## src/rtl/cpu_clk_ctrl.sv

```systemverilog
`default_nettype none
// ============================================================================
// Module   : cpu_clk_ctrl
// Purpose  : Run/step/halt clock-enable generator for the CPU core.
//            Optional macro STEP_BURST_EN adds burst stepping (burst_len port).
// Revision : 1.0
// ============================================================================
module cpu_clk_ctrl #(
    parameter int CNT_W       = 32,
    parameter int DEFAULT_DIV = 100_000_000,
    parameter int DB_CYCLES   = 1_000_000
) (
    input  logic             clk,
    input  logic             rst,
    input  logic [1:0]       mode,
    input  logic             step_btn,
    input  logic             div_load,
    input  logic [CNT_W-1:0] div_value,
    input  logic             halt_req,
`ifdef STEP_BURST_EN
    input  logic [7:0]       burst_len,
`endif
    output logic             cpu_tick,
    output logic             running,
    output logic             halted,
    output logic [15:0]      tick_count
);

    localparam int DB_W = $clog2(DB_CYCLES + 1);
    localparam logic [CNT_W-1:0] DIV_RST = (DEFAULT_DIV == 0) ? CNT_W'(1) : CNT_W'(DEFAULT_DIV);
    localparam logic [DB_W-1:0]  DB_LAST = DB_W'(DB_CYCLES - 1);

    typedef enum logic [1:0] {
        S_HALT = 2'd0,
        S_RUN  = 2'd1,
        S_STEP = 2'd2
    } state_t;

    state_t state, state_nxt;

    logic             sync1, sync2, db_level, db_prev;
    logic [DB_W-1:0]  db_cnt;
    logic [CNT_W-1:0] divisor, div_m1, period_cnt, step_gap;
    logic [7:0]       step_rem, step_len;
    logic             press, run_tick, step_ok, step_tick;

    // Button: two-flop synchronizer, then a level debouncer that restarts on any bounce
    always_ff @(posedge clk) begin
        if (rst) begin
            sync1    <= 1'b0;
            sync2    <= 1'b0;
            db_level <= 1'b0;
            db_prev  <= 1'b0;
            db_cnt   <= '0;
        end else begin
            sync1   <= step_btn;
            sync2   <= sync1;
            db_prev <= db_level;
            if (sync2 == db_level) begin
                db_cnt <= '0;
            end else if (db_cnt == DB_LAST) begin
                db_level <= sync2;
                db_cnt   <= '0;
            end else begin
                db_cnt <= db_cnt + 1'b1;
            end
        end
    end

    assign press = db_level & ~db_prev;

    always_ff @(posedge clk) begin
        if (rst) begin
            divisor <= DIV_RST;
        end else if (div_load) begin
            divisor <= (div_value == '0) ? CNT_W'(1) : div_value;
        end
    end

    assign div_m1 = divisor - 1'b1;

    always_ff @(posedge clk) begin
        if (rst) begin
            period_cnt <= '0;
        end else if (state != S_RUN || div_load || period_cnt == div_m1) begin
            period_cnt <= '0;
        end else begin
            period_cnt <= period_cnt + 1'b1;
        end
    end

    // Halt request and a divisor reload both take priority over a due tick
    assign run_tick = (state == S_RUN) && (mode == 2'b01) && !halt_req &&
                      !div_load && (period_cnt == div_m1);

`ifdef STEP_BURST_EN
    assign step_len = (burst_len == 8'd0) ? 8'd1 : burst_len;
`else
    assign step_len = 8'd1;
`endif

    // Step sequencer: a press loads the tick budget; first tick lands the next cycle
    assign step_ok   = (state == S_STEP) && (mode == 2'b10);
    assign step_tick = step_ok && (step_rem != 8'd0) && (step_gap == '0);

    always_ff @(posedge clk) begin
        if (rst || !step_ok) begin
            step_rem <= 8'd0;
            step_gap <= '0;
        end else if (step_rem == 8'd0) begin
            if (press) begin
                step_rem <= step_len;
                step_gap <= '0;
            end
        end else if (step_gap == '0) begin
            step_rem <= step_rem - 8'd1;
            step_gap <= div_m1;
        end else begin
            step_gap <= step_gap - 1'b1;
        end
    end

    always_ff @(posedge clk) begin
        if (rst) begin
            state <= S_HALT;
        end else begin
            state <= state_nxt;
        end
    end

    always_comb begin
        state_nxt = state;
        case (state)
            S_HALT: begin
                if (mode == 2'b01 && !halted) begin
                    state_nxt = S_RUN;
                end else if (mode == 2'b10) begin
                    state_nxt = S_STEP;
                end
            end
            S_RUN: begin
                if (mode != 2'b01 || halt_req) begin
                    state_nxt = S_HALT;
                end
            end
            S_STEP: begin
                if (mode == 2'b01 && !halted) begin
                    state_nxt = S_RUN;
                end else if (mode == 2'b00 || mode == 2'b11) begin
                    state_nxt = S_HALT;
                end
            end
            default: state_nxt = S_HALT;
        endcase
    end

    always_ff @(posedge clk) begin
        if (rst) begin
            halted <= 1'b0;
        end else if (state == S_RUN && halt_req) begin
            halted <= 1'b1;
        end else if (mode == 2'b00) begin
            halted <= 1'b0;
        end
    end

    always_ff @(posedge clk) begin
        if (rst) begin
            tick_count <= 16'd0;
        end else if (cpu_tick) begin
            tick_count <= tick_count + 16'd1;
        end
    end

    assign cpu_tick = run_tick | step_tick;
    assign running  = (state == S_RUN);

endmodule
`default_nettype wire
```

## config.mk

```make
export PLATFORM = sky130hd
export DESIGN_NAME = cpu_clk_ctrl
export DESIGN_NICKNAME = d
export VERILOG_FILES = /design/src/rtl/cpu_clk_ctrl.sv
export SDC_FILE = /design/constraint.sdc
export NUM_CORES = 1
export LEC_CHECK = 0
export BUFFER_PORTS_ARGS = -buffer_cell sky130_fd_sc_hd__buf_2
export CAP_MARGIN = 40
export CORE_MARGIN = 2
export CORE_UTILIZATION = 25
export DETAILED_ROUTE_END_ITERATION = 10
export PLACE_DENSITY = 0.39
export SLEW_MARGIN = 20
export SYNTH_ARGS = -nofsm -noshare
export SYNTH_HDL_FRONTEND = slang
export SYNTH_SLANG_ARGS = --single-unit
export TNS_END_PERCENT = 5
```

## constraint.sdc

```tcl
create_clock -name clk -period 4.1 [get_ports clk]
set_input_delay 0.205 -clock clk [delete_from_list [all_inputs] [get_ports clk]]
set_output_delay 0.205 -clock clk [all_outputs]
set_load 0.02 [all_outputs]
```

==> summary.md <==
| Metric | Value |
|---|---|
| Slew @ Worst Pin | `around 0.79 ns` |
| Power per Cell Area | `about 340 mW/mm2` |
| Synth Register Bits | `147` |
| Final WL | `27400 um` |
| Syn avg cell area | `8.00 um2` |
| Final setup vio count | `0` |
| Min cycle time layout | `between 3 and 4 ns` |
| Fillers | `3632` |
| Worst R2R Setup Slack | `0.35 ns` |
| # clock sinks | `about 150` |
| Vias in the first global route | `approximately 7600` |
| CTS tree | `built` |
| Crit start category | `flip-flop` |
| Max-slew violations | `0` |
| Buf/Inv on CP | `2` |
| Clk root buf | `clkbuf_16` |
| Worst path required time | `3.89 ns` |
| Largest area contributor in the netlist | `dfxtp_1` |
| TritonRoute pass-1 iters | `5` |
| Leak | `approximately 3.7 nW` |
| M1 wire length | `14100 um` |
| Clk_lat worst skew | `0.43 ns` |
| Drt initial violations | `just under 400` |
| Layout net count | `roughly 1200` |
| Met3 wire len | `between 1000 and 1500 um` |
| Initial antenna violation count | `0` |
| Count leader, synth | `nor2_1` |
| First-pass GRT wire length | `between 40000 and 50000 um` |
| Worst-path clk slew | `roughly 0.060 ns` |
| CP Capture Type | `output port` |
| Arr. time, crit path | `between 3 and 4 ns` |
| Gpl congestion | `about 0.84` |
| Drt drc | `0` |
| Area occupied by registers | `0.00294 mm2` |
| Post-synth cell types | `73` |
| Routed length per instance | `17.0 um` |
| Die ar. | `0.0358 mm2` |
| Synth area leaders | `dfxtp_1 (34%), nor2_1 (7.3%), xnor2_1 (5.9%)` |
| Vias | `~7800` |
| Peak VDD IR | `~220 uV` |
| Critical path's top delay family | `simple AND/OR/NAND/NOR gates` |
| Tcrit/Tclk final | `92.2%` |
| Clk buf depth | `2` |
| Overall routing resource usage | `between 10% and 20%` |
| Starting Density | `between 20% and 30%` |
| Num CTS Buffers | `17` |
| Worst Hold Margin | `between 0.02 and 0.03 ns` |
| Fin. Hold Viols | `0` |
| Final Instance Count excl. Fillers | `about 1600` |
| Status | `completed` |
| F_max | `264 MHz` |
| Crit-path cells | `nor4_4, and4_2, nand4b_1, or4_1, o311ai_0, buf_4, o2111ai_1, nor2_1, nand4_1, o21ai_0, buf_2` |
| Ys flop type | `dfxtp_1` |
| Multi-input combinational cell area | `between 0.005 and 0.006 mm2` |
| YS warnings | `0` |
| Unrepaired setup endpoints after global routing | `false` |
| Share of layout cells above drive strength 1 | `14.6%` |
| Final Util | `about 30%` |
| Top Metal Used | `met4` |
| ANT cells | `0` |
| Die height | `189 um` |
| Port-buffer cells | `57` |
| CP Max Fanout | `9` |
| Row count | `between 60 and 70` |
| Setup TNS | `0 ns` |
| Power after layout | `approximately 3.5 mW` |
| Syn Nets | `between 1000 and 1500` |
| Critical path's slowest cell | `or4_1` |
| Vias/cell | `4.87` |
| EDFF count, synth | `0` |
| Cell Area, Synth | `~0.0086 mm2` |
| Core Area | `roughly 0.034 mm2` |
| Largest net degree at the start of global routing | `41` |
| Placed Instances | `1549` |
| Worst clock skew | `approximately 0.012 ns` |
| Die W | `189 um` |
| Type of the most critical hold path | `primary input to flip-flop` |
| Synth top cells by count | `nor2_1 (167), dfxtp_1 (147), a21oi_1 (64)` |
| I/O Pins | `58` |
| Asr flop ratio synth | `0%` |
| Half-perimeter wire length after detailed placement | `just over 20000 um` |
| Length of routed met2 wiring | `approximately 12000 um` |
| Critical path class | `flip-flop to output port` |
| CTS HTree Levels | `4` |
| Max_cap viols | `0` |
| Synth-to-layout area growth | `20.8%` |
| Post-Synthesis Cells | `roughly 1100` |
| Register area share after synthesis | `34.3%` |
| GR Overflow Total | `0` |
| Slew headroom | `47.2%` |
| Share of the synthesized area in the top cell type | `about a third` |
| Final ANT Viol Nets | `0` |
| Worst path max stage delay | `~0.53 ns` |
==> area by class of cell <==
cell class / instances / share of cell area, %
Clock buffer: 19 / 4.18
Clock inverter: 12 / 1.75
Inverter: 24 / 0.870
Multi-Input combinational cell: 833 / 51.1
Sequential cell: 147 / 28.4
Tap cell: 448 / 5.41
Timing Repair Buffer: 124 / 8.31
==> flip-flops by register name, summed over array words and instances, names as in the netlist <==
register and cells:
divisor 32, period_cnt 32, step_gap 32, db_cnt 20
tick_count 16, step_rem 8, state 2, db_level 1
db_prev 1, halted 1, sync1 1, sync2 1
==> cells by family (layout without fill, tap and decap cells) <==
family	Yosys count	in the layout	share of synthesized area [%]
DFF	147	147	34.3
AOI/OAI and AO/OA	194	194	14.7
xor gates and xnor gates	117	117	12.6
adders and majority gates	11	11	1.58
buffers and inverters	92	179	4.35
muxes	18	18	2.36
and+or+nand+nor	493	493	30.1
==> final timing paths <==
path	from	endpoint	cells after the start
min	div_value[8]	divisor[8]	2
max reg2reg	divisor[0]	tick_count[8]	13
max	divisor[9]	cpu_tick	11
min reg2reg	sync1	sync2	1
==> power breakdown <==
group          switching (mW)  internal, mW  leakage (nW)
Clock                   0.654          1.02         0.297
Combinational           0.173         0.142          2.17
Sequential             0.0378          1.45          1.19
Total                   0.865          2.61          3.66
==> placed cells by master, fill, tap and decap left out, types with 24 or more instances in the layout <==
| cell type | synthesis | final |
|---|---|---|
| nand3_1 | 40 | 40 |
| xor2_1 | 55 | 55 |
| xnor2_1 | 58 | 57 |
| a21oi_1 | 64 | 64 |
| nor2b_1 | 32 | 32 |
| buf_4 | 0 | 42 |
| nor2_1 | 167 | 166 |
| o21ai_0 | 46 | 46 |
| inv_1 | 24 | 24 |
| nand2_1 | 58 | 58 |
| nor3_1 | 40 | 38 |
| nand4_1 | 31 | 31 |
| nor4_1 | 30 | 29 |
| buf_2 | 10 | 57 |
| dlygate4sd3_1 | 0 | 24 |
| dfxtp_1 | 147 | 147 |
==> layer usage <==
layer | track usage [%] | vias to the layer above
met3 | 2.87 | 28
met2 | 23.1 | 155
li1 | - | 3965
met4 | 5.29 | 0
met1 | 22.6 | 3673
met5 | 0 | -
==> worst register-to-register path: cells and delay by family (launching register included) <==
kind / cells / cell delay [ns]
multiplexers: 2 / 0.61
AO/OA/AOI/OAI: 2 / 0.71
AND/OR/NAND/NOR: 5 / 1.26
adder cells (fa/ha/maj): 1 / 0.20
buffers and inverters: 3 / 0.48
flip-flops: 1 / 0.38
==> repair_timing <==
item                       4_1_cts  5_1_grt
hold endpoints to repair        24        0
gates resized for setup          0        6
setup endpoints to repair        0        1
setup buffers                    0        3
hold buffers                    24        0
==> per-stage QoR <==
| step | setup slack, ns | instance area, um2 |
|---|---|---|
| global placement | 0.374 | 9440 |
| floorplan | 0.598 | 8570 |
| finish | 0.318 | 10400 |
| global route | 0.0267 | 10400 |
| CTS | 0.0314 | 10300 |
| detailed placement | 0.348 | 9450 |
Power figures use the tool's default switching activity.
